## config.mk

```make
export PLATFORM = sky130hd
export DESIGN_NAME = fifo_uart_tx
export DESIGN_NICKNAME = d
export VERILOG_FILES = /design/src/rtl/fifo_uart_tx.sv
export SDC_FILE = /design/constraint.sdc
export NUM_CORES = 1
export LEC_CHECK = 0
export CORE_ASPECT_RATIO = 1.25
export CORE_MARGIN = 2
export CORE_UTILIZATION = 37
export DETAILED_ROUTE_END_ITERATION = 12
export PLACE_DENSITY = 0.64
export SLEW_MARGIN = 5
export SYNTH_ARGS = -nofsm -noshare
export SYNTH_HDL_FRONTEND = slang
export SYNTH_SLANG_ARGS = --single-unit
```

## constraint.sdc

```tcl
create_clock -name clk_single_domain -period 2.37 [get_ports clk_single_domain]
set_input_delay 0.474 -clock clk_single_domain [delete_from_list [all_inputs] [get_ports clk_single_domain]]
set_output_delay 0.474 -clock clk_single_domain [all_outputs]
set_load 0.005 [all_outputs]
```

## src/rtl/fifo_uart_tx.sv

```systemverilog
// UART transmitter draining an upstream FIFO: IDLE->REQ->WAIT->frame.
// Optional even parity bit when FIFO_UART_TX_PARITY_EN is defined.
module fifo_uart_tx #(
  parameter int CLKS_PER_BIT = 4
) (
  input  logic       clk_single_domain,
  input  logic       rst,
  input  logic       empty,
  input  logic [7:0] rdata,
  input  logic       rvalid,
  output logic       ren,
  output logic       tx,
  output logic       busy,
  output logic       byte_done
);

  localparam int TW = (CLKS_PER_BIT > 1) ? $clog2(CLKS_PER_BIT) : 1;
  localparam logic [TW-1:0] T_LAST = TW'(CLKS_PER_BIT - 1);

  typedef enum logic [2:0] {
    IDLE,
    REQ,
    WAIT,
    START,
    DATA,
`ifdef FIFO_UART_TX_PARITY_EN
    PARITY,
`endif
    STOP
  } state_t;

  state_t        state_q, state_d;
  logic [TW-1:0] timer_q, timer_d;
  logic [2:0]    idx_q, idx_d;
  logic [7:0]    shreg_q, shreg_d;
  logic          tx_q, tx_d;
  logic          t_last;
  logic          ren_c, done_c;

  assign t_last = (timer_q == T_LAST);

  always_ff @(posedge clk_single_domain) begin
    if (rst) begin
      state_q <= IDLE;
      timer_q <= '0;
      idx_q   <= '0;
      shreg_q <= '0;
      tx_q    <= 1'b1;
    end else begin
      state_q <= state_d;
      timer_q <= timer_d;
      idx_q   <= idx_d;
      shreg_q <= shreg_d;
      tx_q    <= tx_d;
    end
  end

  always_comb begin
    state_d = state_q;
    idx_d   = idx_q;
    shreg_d = shreg_q;
    ren_c   = 1'b0;
    done_c  = 1'b0;
    unique case (state_q)
      IDLE: begin
        if (!empty) state_d = REQ;
      end
      REQ: begin
        ren_c   = 1'b1;
        state_d = WAIT;
      end
      WAIT: begin
        if (rvalid) begin
          shreg_d = rdata;
          state_d = START;
        end else begin
          state_d = IDLE;
        end
      end
      START: begin
        if (t_last) state_d = DATA;
      end
      DATA: begin
        if (t_last) begin
          idx_d = idx_q + 3'd1;
          if (idx_q == 3'd7) begin
`ifdef FIFO_UART_TX_PARITY_EN
            state_d = PARITY;
`else
            state_d = STOP;
`endif
          end
        end
      end
`ifdef FIFO_UART_TX_PARITY_EN
      PARITY: begin
        if (t_last) state_d = STOP;
      end
`endif
      STOP: begin
        if (t_last) begin
          done_c  = 1'b1;
          state_d = IDLE;
        end
      end
      default: state_d = IDLE;
    endcase
  end

  // Bit timer runs only while a frame is on the line
  always_comb begin
    timer_d = '0;
    if (state_q == START || state_q == DATA ||
`ifdef FIFO_UART_TX_PARITY_EN
        state_q == PARITY ||
`endif
        state_q == STOP) begin
      timer_d = t_last ? '0 : timer_q + 1'b1;
    end
  end

  // tx is registered, so it is computed from the upcoming state
  always_comb begin
    tx_d = 1'b1;
    unique case (state_d)
      START:  tx_d = 1'b0;
      DATA:   tx_d = shreg_d[idx_d];
`ifdef FIFO_UART_TX_PARITY_EN
      PARITY: tx_d = ^shreg_q;
`endif
      default: tx_d = 1'b1;
    endcase
  end

  assign tx        = tx_q;
  assign busy      = (state_q != IDLE);
  assign ren       = ren_c & ~rst;
  assign byte_done = done_c & ~rst;

endmodule

```

After elaboration in Yosys (flattened, before gate mapping):

Index checks and enable logic that the tools add are counted.

* word-level logic and storage cells: 43
* bits of input ports: 12
* register bits after elaboration: 17

* equality and inequality tests: 9
* multiplexer cells: 17
* add/subtract/negate cells: 2
* order comparisons: 1
* reduce and logical (&&, ||, !) cells: 5
* bitwise operators: 4

Operator list (count)
* $mux 3: 7
* $pmux 3 s6: 1
* $mux 8: 2
* $eq 3x3->1 const B: 4
* $eq 3x2->1 const B: 3
* $lt 3x4->1 const B: 1
* $mux 1: 4
* $add 3x1->3 const B: 1
* $bmux 1 s3: 1
* $eq 3x1->1 const B: 1
* $logic_not 3->1: 1
* $reduce_bool 3->1: 1
* $reduce_or 3->1: 1
* $add 2x1->2 const B: 1
* $and 1x1->1: 2
* $eq 2x2->1 const B: 1
* $logic_or 1x1->1: 2
* $mux 2: 1
* $not 1->1: 2
* $pmux 1 s2: 1

Longest topological paths before layout:

Gate-level depths: netlist (run 1).

* depth in word-level cells: 6
* depth in mapped cells: 7
* mapped depth without buffers: 7

Worst setup path after synthesis (run 1):

Ideal clock, no wire load.

* path kind: flip-flop to flip-flop
* start: reg timer_q[0]
* end: reg tx_q (netlist: tx)
* path slack: 426 ps
* stages on the path, launching flop included: 8
* buffers on the path: 1
* data required time: 2296 ps
* arrival: 1870 ps
* period minus slack after synthesis: 1944 ps
* cell sequence: dfxtp_1 ha_1 buf_2 and4bb_4 mux2i_2 mux2_4 a2bb2oi_2 a31oi_2

* cells in the longest elaborated chain, start to end: 6
* elaborated cells between the ends (all ways): 12
* those cells by class: eq/ne: 3; mux: 9

Ends and longest elaborated chain
* start, declared: RTL line 33 `logic [TW-1:0] timer_q, timer_d;`
* start signal, assigned: RTL line 51 `timer_q <= timer_d;`
* $eq 2x2->1 (*): RTL line 40 `assign t_last = (timer_q == T_LAST);`
* $mux 3: RTL line 84 `if (t_last) begin`
* $mux 3: RTL line 64 `unique case (state_q)`
* $bmux 1 s3: RTL line 127 `DATA: tx_d = shreg_d[idx_d];`
* $mux 1 (not written as such): RTL line 127
* $pmux 1 s2 (*): RTL line 125 `unique case (state_d)`
* end signal, assigned: RTL line 54 `tx_q <= tx_d;`
* end, declared: RTL line 36 `logic tx_q, tx_d;`

Mark *: on every way between the ends. The rest lies on a longest branch, timed or not. The select of a mux whose other input is x is not followed.
A chain may end at the register's enable or synchronous reset.

Final worst setup path (run 1):

* start: reg timer_q[0]
* end: out byte_done

* cells in the longest elaborated chain, start to end: 4

Ends and longest elaborated chain
* $eq 2x2->1: RTL line 40
* $mux 1: RTL line 101 `if (t_last) begin`
* $mux 1: RTL line 64
* $and 1x1->1: RTL line 138 `assign byte_done = done_c & ~rst;`
* end, declared: RTL line 14 `output logic byte_done`

Every way passes these cells.

==> results of run 1 <==
## worst reg2reg max path: cells and delay by family (launching register included)
family / cells / cell delay [ps]
muxes: 2 / 790
AOI/OAI and AO/OA: 2 / 300
and+or+nand+nor: 1 / 430
DFF: 1 / 430
## cell usage after synthesis, types with 2 or more instances
cell type,instances
dfxtp_1,17
nor2_1,14
mux2i_1,12
a21oi_1,5
nand2_1,4
clkbuf_1,3
ha_1,3
nor2b_1,3
and2b_2,2
and3b_1,2
nor3b_1,2
nor4b_1,2
o21ai_0,2
or3_2,2
## cell families (layout without fill, tap and decap cells)
kind of cell / count (synthesis) / in the layout / synth area share [%]
buf+inv: 5 / 21 / 2.79
simple gates: 36 / 36 / 25.1
flops: 17 / 17 / 40.0
mux: 14 / 14 / 17.5
fa+ha+maj: 3 / 3 / 4.41
xor+xnor: 1 / 1 / 1.03
compound gates: 11 / 11 / 9.12
## metrics by stage
stage | cell area (µm²) | std cells | utilization, % | total power [µW]
after floorplan | 851 | 87 | - | 340
after global placement | 1030 | 130 | 47.1 | 371
after detailed placement | 1030 | 130 | 47.1 | 373
after CTS | 1060 | 134 | 48.3 | 526
after global routing | 1060 | 134 | 48.3 | 543
final | 1060 | 134 | 48.3 | 517
## state kept, by name, indices dropped and copies added, names as in the netlist
signal,flops
idx_q,3
shreg_q,8
state_q,3
timer_q,2
tx,1
## worst paths after layout
check | end | slack (ps) | cells past startpoint
hold / removal | timer_q[0] | 440 | 1
setup / recovery | byte_done | 100 | 5
hold reg to reg | timer_q[0] | 440 | 1
setup reg to reg | tx | 360 | 5
## per-layer routing
metal	global-route usage [%]	wire length, µm	vias to the layer above
met4	8.33	48	0
met3	1.87	54	5
met5	0	0	-
li1	-	-	339
met2	23.1	753	13
met1	15.5	635	312
## power by group
group | total [µW] | internal [µW] | switching [µW]
clock network | 153 | 65.6 | 87.4
logic | 64.5 | 41.2 | 23.4
registers | 300 | 292 | 7.52
## layout make-up
type                    count  area (µm²)
clock buffers               4        26.3
fillers                   227        1130
multi-input cells          65         487
flip-flops and latches     17         340
well taps                  31        38.8
repair buffers             17         165
==> run_results.csv, run 1 <==
group,metric,value,unit
global_routing,grt_max_degree,17,
logic_synthesis,synth_edf_count,0,
clocking,clkSinkCount,17,
sta,fmax,441,MHz
layout,n_antenna_cell,0,
logic_synthesis,synth_area_leaders,"dfxtp_1 (40%), mux2i_1 (14%), nor2_1 (6.2%), ha_1 (4.4%), a21oi_1 (2.9%)",
layout,mostFrequentLayoutCells,"dfxtp_1 (17), clkdlybuf4s50_1 (15), nor2_1 (14)",
logic_synthesis,netlist.area_leader.share,40.0,%
placed_design,port_buffers,15,
job,cap_violations,0,
layout,syn_to_final_growth,24.3,%
clocking,clkLatencyLatePin,290,ps
logic_synthesis,syn_nets,102,
sta,worst_slew_pin_slew,442,ps
detailed_routing,route.vias.total,669,
power,p_per_area,489,mW/mm²
detailed_routing,wl_per_cell,11.1,µm
detailed_routing,ant_nets,0,
logic_synthesis,ys_seq_area_share,40.0,%
sta,hold_violations,0,
clocking,clock_path_buffers,2,
sta,drv_slew,0,
sta,max_slew_margin,69.9,%
hold_path,min_from,"timer_q[0]",
logic_synthesis,ys_seq_elements,17,
logic_synthesis,async_flop_share,0,%
worst_setup_path,worst-path-buf-inv,2,
global_routing,grt_first_pass_wirelength,2.69,mm
detailed_routing,dr.first_iter.drc_count,11,
floorplanning,start_util,38.9,%
floorplanning,die_w,46.9,µm
sta,setup_viol,0,
global_routing,grt_overflow,0,
placed_design,dp_slack,127,ps
clocking,cts_resized,0,
floorplanning,rows,19,
global_routing,grt_usage,13.7,%
clocking,cts_hold_buf,0,
logic_synthesis,synthesis.area,851,µm²
clocking,cts_setup_buffers,0,
worst_setup_path,slowest_delay,530,ps
worst_setup_path,setup.worst_path.start,"timer_q[0]",
worst_setup_path,cp_top_family,"buffers and inverters",
sta,tns,0,ps
worst_setup_path,arrival,1790,ps
floorplanning,die_area,0.00270,mm²
worst_setup_path,crit_chain,"ha_1 -> buf_4 -> nand2_1 -> nor3b_1 -> clkdlybuf4s50_1",
detailed_routing,firstDrtPassIters,4,
clocking,clk_pin_slew,90,ps
sta,setup_slack,102,ps
logic_synthesis,syn_inst,87,
power,ir_worst_vdd,0.356,mV
floorplanning,ios,16,
floorplanning,design.core.area,0.00219,mm²
sta,whs,438,ps
layout,final_common_cell,"dfxtp_1",
global_routing,antenna_found_initial,0,
logic_synthesis,ys_warn_count,0,
placed_design,post-dp-hpwl,1.16,mm
worst_setup_path,rr_startpoint,"state_q[0]",
clocking,cts_buffers,3,
detailed_routing,viasPerCell,4.99,
logic_synthesis,synth_top_cell_by_area,"dfxtp_1",
logic_synthesis,ys.flop_type,"dfxtp_1",
placed_design,place.gp.congestion,0.723,
worst_setup_path,path_class,"flop to primary output",
clocking,root_buffer,"clkbuf_4",
sta,finalCritPeriodShare,95.7,%
detailed_routing,drc,0,
worst_setup_path,critPathCaptureType,"primary output",
logic_synthesis,syn_avg_cell_area,9.78,µm²
hold_path,min_path_type,"flop to flop",
layout,nets,119,
sta,rsz0062_at_grt,"false",
worst_setup_path,slowest_stage,"clkdlybuf4s50_1",
power,p_leak,0.000415,µW
clocking,cts_tree,"done",
sta,finClkSkew,4.13,ps
worst_setup_path,worstPathMaxFanout,8,
clocking,cts.htree.levels,1,
detailed_routing,wirelength,1.49,mm
logic_synthesis,synth.distinct_cells,28,
floorplanning,die_h,57.6,µm
layout,drive_gt1_share,14.6,%
worst_setup_path,cp.required,1900,ps
outcome,status,"finished clean",
global_routing,first_global_vias,643,
worst_setup_path,start_kind,"flop",
sta,min_period,2270,ps
Note: power is estimated with default switching activity, not from simulation.
==> inputs of run 2 (changes only) <==
--- a/config.mk
+++ b/config.mk
@@ -9,7 +9,7 @@
 export CORE_MARGIN = 2
 export CORE_UTILIZATION = 37
 export DETAILED_ROUTE_END_ITERATION = 12
-export PLACE_DENSITY = 0.64
+export PLACE_DENSITY = 0.61
 export SLEW_MARGIN = 5
 export SYNTH_ARGS = -nofsm -noshare
 export SYNTH_HDL_FRONTEND = slang
==> run 2 against run 1 <==
Final area is 1.1% higher. Sequential power hardly changed. Count of clock-buffer cells in the layout is 1 lower. First-iteration DRC count is 64% lower. Clock skew is 2.4 ps lower. Combinational power is 2% higher. Flip-flop and latch count stayed put. Setup slack better by 34 ps. Global-route usage is 0.81 points lower. Total power is 0.45% higher. Register-to-register slack hardly changed. Wire length is 0.67% lower. Critical path type is now primary input to primary output. Largest cell class unchanged.
==> run_results.csv, run 2 (synthesis results as in run 1) <==
group,metric,value,unit
layout,largest-register,"shreg_q",
detailed_routing,viasPerCell,4.73,
placed_design,place_area,0.00104,mm²
clocking,cts_tree,"done",
layout,regArea,340,µm²
layout,instances_no_fill,135,
worst_setup_path,rr_worst_depth,6,
floorplanning,rows,19,
sta,setup_slack,135,ps
power,p_comb_share,12.6,%
power,p_clk_share,29.7,%
clocking,cts_hold_buf,0,
detailed_routing,wl_per_cell,11.0,µm
detailed_routing,dr.first_iter.drc_count,4,
sta,finalCritPeriodShare,94.3,%
layout,reg.largest.list,"shreg_q: 8 flops, idx_q: 3 flops, state_q: 3 flops",
layout,multi_input_area,489,µm²
floorplanning,die_w,46.9,µm
power,intPower,397,µW
outcome,status,"finished clean",
global_routing,grt_max_degree,15,
detailed_routing,drc,0,
layout,largest_reg_flops,8,
worst_setup_path,critPathCaptureType,"primary output",
sta,min_period,2230,ps
clocking,cts.htree.levels,1,
floorplanning,ios,16,
layout,fin_area,0.00107,mm²
floorplanning,die_area,0.00270,mm²
power,swShare,23.6,%
detailed_routing,route.vias.total,639,
power,seqPwrFrac,57.7,%
placed_design,port_buffers,15,
clocking,root_buffer,"clkbuf_4",
floorplanning,design.core.area,0.00219,mm²
floorplanning,die_h,57.6,µm
placed_design,place.gp.congestion,0.799,
sta,max_slew_margin,73.6,%
worst_setup_path,ff2ff_setup_slack,370,ps
clocking,clkLatencyLatePin,290,ps
placed_design,dp_cells,131,
power,ir_worst_vdd,0.375,mV
sta,drv_slew,0,
layout,n_antenna_cell,0,
sta,worst_slew_pin_slew,384,ps
clocking,cts_resized,0,
layout,final_core_util,48.9,%
worst_setup_path,rr_startpoint,"timer_q[0]",
detailed_routing,wirelength,1.48,mm
layout,nets,120,
global_routing,grt_first_pass_wirelength,2.53,mm
placed_design,dp_slack,129,ps
clocking,clock_path_buffers,2,
sta,fmax,447,MHz
hold_path,whs_endpoint,"timer_q[0]",
worst_setup_path,arrival,1760,ps
clocking,clk_pin_slew,100,ps
detailed_routing,ant_nets,0,
detailed_routing,firstDrtPassIters,4,
job,cap_violations,0,
global_routing,grt_usage,12.9,%
worst_setup_path,rr_endpoint,"tx",
floorplanning,start_util,38.9,%
clocking,cts_setup_buffers,0,
placed_design,post-dp-hpwl,1.17,mm
layout,syn_to_final_growth,25.6,%
global_routing,grt_overflow,0,
hold_path,hold_path_depth,1,
worst_setup_path,start_kind,"primary input",
sta,tns,0,ps
sta,hold_violations,0,
power,p_sw,122,µW
sta,finClkSkew,1.72,ps
global_routing,first_global_vias,601,
clocking,cts_buffers,3,
global_routing,antenna_found_initial,0,
sta,setup_viol,0,
worst_setup_path,path_class,"primary input to primary output",
layout,final_common_cell,"dfxtp_1",
layout,mostFrequentLayoutCells,"dfxtp_1 (17), clkdlybuf4s50_1 (15), nor2_1 (14)",
layout,drive_gt1_share,17.3,%
power,p_per_area,486,mW/mm²
power,p_leak,0.000418,µW
hold_path,min_path_type,"flop to flop",
clocking,clkSinkCount,17,
worst_setup_path,cp.required,1900,ps
hold_path,min_from,"timer_q[0]",
layout,fillers,221,
sta,rsz0062_at_grt,"false",
worst_setup_path,worstPathMaxFanout,4,
## run 2: cell count changes in the layout (fill, tap and decap cells not counted)
cell      before  now
clkinv_2       0    1
clkbuf_1       1    0
ha_2           0    1
ha_1           3    2
buf_4          2    3
## run 2: routing by layer
metal | up-vias | GRT usage, % | part of all wire (%)
li1 | 340 | - | -
met1 | 286 | 15.1 | 44
met2 | 11 | 21.5 | 52
met3 | 2 | 1.87 | 3.1
met4 | 0 | 7.14 | 0.94
met5 | - | 0 | 0
## run 2: power by group through the flow
stage | Combinational, µW | Sequential, µW | Clock [µW]
2_1_floorplan | 37.3 | 303 | 0
3_3_place_gp | 66.0 | 306 | 0
3_5_place_dp | 66.2 | 307 | 0
4_1_cts | 66.5 | 300 | 161
5_1_grt | 72.1 | 302 | 172
6_report | 65.6 | 300 | 154
## run 2: how the worst max path moves through the flow
stage                           from        end  slack (ps)  depth (start not counted)
after floorplan           timer_q[0]         tx         430                          7
after global placement           rst        ren         130                          3
after detailed placement      rvalid         tx         130                          6
after CTS                 timer_q[0]  byte_done          70                          4
after global routing      timer_q[0]  byte_done          30                          4
final                            rst        ren         140                          3
## run 2: area by class of cell
cell class | instances | share of cell area, %
multi-input cells | 65 | 45.8
flip-flops and latches | 17 | 31.9
repair buffers | 18 | 16.2
well taps | 31 | 3.63
clock buffers | 3 | 2.11
clock inverters | 1 | 0.468
## run 2: critical path: stages
cell and delay [ps]:
clkdlybuf4s50_1 480, nor4b_1 260, clkdlybuf4s50_1 550
## run 2: per-stage QoR
stage | hold WS (ps) | power, µW
finish | 447 | 520
detailed placement | 433 | 373
CTS | 446 | 528
floorplan | 408 | 340
global placement | 415 | 372
global route | 482 | 546
==> inputs of run 3 (changes only) <==
--- a/config.mk
+++ b/config.mk
@@ -6,10 +6,11 @@
 export NUM_CORES = 1
 export LEC_CHECK = 0
 export CORE_ASPECT_RATIO = 1.25
-export CORE_MARGIN = 2
+export CORE_MARGIN = 4
 export CORE_UTILIZATION = 37
 export DETAILED_ROUTE_END_ITERATION = 12
 export PLACE_DENSITY = 0.61
+export SETUP_SLACK_MARGIN = 0.15
 export SLEW_MARGIN = 5
 export SYNTH_ARGS = -nofsm -noshare
 export SYNTH_HDL_FRONTEND = slang
==> run 3 against run 2 <==
Sequential power about the same. Via count grew 1.9%. Clock skew rose by 0.51 ps. Largest power group unchanged. Critical path type unchanged. Flip-flop and latch count unchanged.
==> run_results.csv, run 3 (synthesis results as in run 1) <==
group,metric,value,unit
outcome,status,"finished clean",
placed_design,place.gp.congestion,0.757,
worst_setup_path,slowest_delay,530,ps
floorplanning,ios,16,
layout,fillers,213,
detailed_routing,firstDrtPassIters,2,
detailed_routing,viasPerCell,4.86,
floorplanning,start_util,38.9,%
worst_setup_path,worstPathMaxFanout,3,
placed_design,post-dp-hpwl,1.15,mm
layout,nets,119,
sta,tns,0,ps
hold_path,min_path_type,"flop to flop",
detailed_routing,drc,0,
layout,mostFrequentLayoutCells,"nor2_1 (14), dfxtp_1 (14), clkdlybuf4s50_1 (14)",
sta,fmax,467,MHz
worst_setup_path,slowest_stage,"clkdlybuf4s50_1",
global_routing,grt_busiest_layer,"met2",
layout,largest-register,"shreg_q",
clocking,cts.htree.levels,1,
detailed_routing,ant_nets,0,
global_routing,grt_use_met1,11.3,%
power,ir_worst_vdd,0.328,mV
floorplanning,die_area,0.00314,mm²
layout,multi_input_area,505,µm²
clocking,cts_buffers,3,
worst_setup_path,arrival,1670,ps
layout,final_core_util,49.5,%
sta,finClkSkew,2.23,ps
worst_setup_path,cp_top_family,"buffers and inverters",
worst_setup_path,critPathMostFrequentCell,"clkdlybuf4s50_1",
layout,n_antenna_cell,0,
sta,finalCritPeriodShare,90.3,%
detailed_routing,wirelength,1.53,mm
worst_setup_path,cp.required,1900,ps
worst_setup_path,worst-path-buf-inv,2,
global_routing,grt_usage,10.3,%
floorplanning,rows,19,
floorplanning,die_w,50.9,µm
floorplanning,design.core.area,0.00219,mm²
clocking,clkSinkCount,17,
sta,setup_viol,0,
worst_setup_path,path_class,"primary input to primary output",
detailed_routing,dr.first_iter.drc_count,3,
layout,drive_gt1_share,19.4,%
sta,min_period,2140,ps
worst_setup_path,start_kind,"primary input",
detailed_routing,route.vias.total,651,
placed_design,place_area,0.00103,mm²
global_routing,grt_first_pass_wirelength,2.43,mm
sta,whs,446,ps
global_routing,grtUsageMet2,19.2,%
clocking,root_buffer,"clkbuf_4",
worst_setup_path,crit_chain,"clkdlybuf4s50_1 -> nor3b_1 -> clkdlybuf4s50_1",
worst_setup_path,critPathCaptureType,"primary output",
global_routing,antenna_found_initial,0,
clocking,clk_pin_slew,90,ps
global_routing,gr-usage-met3,1.45,%
sta,hold_violations,0,
clocking,clock_path_buffers,2,
global_routing,grt_max_degree,17,
layout,reg.largest.list,"shreg_q: 8 flops, idx_q: 3 flops, state_q: 3 flops",
placed_design,port_buffers,15,
layout,regArea,344,µm²
layout,fin_area,0.00108,mm²
sta,rsz0062_at_grt,"true",
sta,worst_slew_pin_slew,371,ps
clocking,cts_tree,"done",
clocking,clkLatencyLatePin,280,ps
job,cap_violations,0,
sta,max_slew_margin,74.6,%
power,total_power,516,µW
detailed_routing,wl_per_cell,11.4,µm
sta,drv_slew,0,
power,p_leak,0.000430,µW
global_routing,grt_overflow,0,
layout,largest_reg_flops,8,
floorplanning,die_h,61.6,µm
layout,syn_to_final_growth,27.2,%
global_routing,first_global_vias,610,
power,p_per_area,477,mW/mm²
[run 3: cell types whose count changed in the layout (fill, tap and decap cells not counted)]
cell	previous run	this run
ha_2	1	0
dfxtp_1	17	14
clkinv_2	1	0
nor4b_2	0	1
ha_4	0	1
clkdlybuf4s50_1	15	14
dlymetal6s2s_1	0	1
nor4b_1	2	1
buf_4	3	2
dfxtp_2	0	3
clkbuf_1	0	1
[run 3: area by class of cell]
cell class | count | share of cell area, %
Sequential cell | 17 | 31.8
Timing Repair Buffer | 17 | 15.5
Tap cell | 31 | 3.58
Clock buffer | 4 | 2.43
Multi-Input combinational cell | 65 | 46.7
[run 3: per-layer routing]
metal | wire [µm] | share of wire (%) | vias up
met1 | 672 | 44 | 298
met2 | 783 | 51 | 13
met5 | 0 | 0 | -
met3 | 60 | 3.9 | 2
met4 | 16 | 1.0 | 0
li1 | - | - | 338
[run 3: path summary, 6_finish.rpt]
check	endpoint	depth (start not counted)	from	slack, ps
setup / recovery	byte_done	3	rst	230
hold / removal	timer_q[0]	1	timer_q[0]	450
setup reg to reg	tx	7	timer_q[1]	460
hold reg to reg	timer_q[0]	1	timer_q[0]	450
[run 3: what timing repair did]
item,4_1_cts,5_1_grt
hold buffers,0,0
endpoints found under the setup margin,2,2
gates resized for setup,2,5
buffers inserted,0,0
[run 3: through the flow]
| step | setup WS (ps) | cells |
|---|---|---|
| 6_report | 230 | 134 |
| 5_1_grt | 139 | 134 |
| 4_1_cts | 146 | 134 |
| 3_5_place_dp | 136 | 130 |
| 3_3_place_gp | 124 | 130 |
| 2_1_floorplan | 426 | 87 |
[run 3: report_power, final]
group	internal, µW	switching, µW	leakage [µW]
clock	65.3	85.2	0.0000150
sequential	293	7.74	0.000139
combinational	41.4	23.4	0.000276
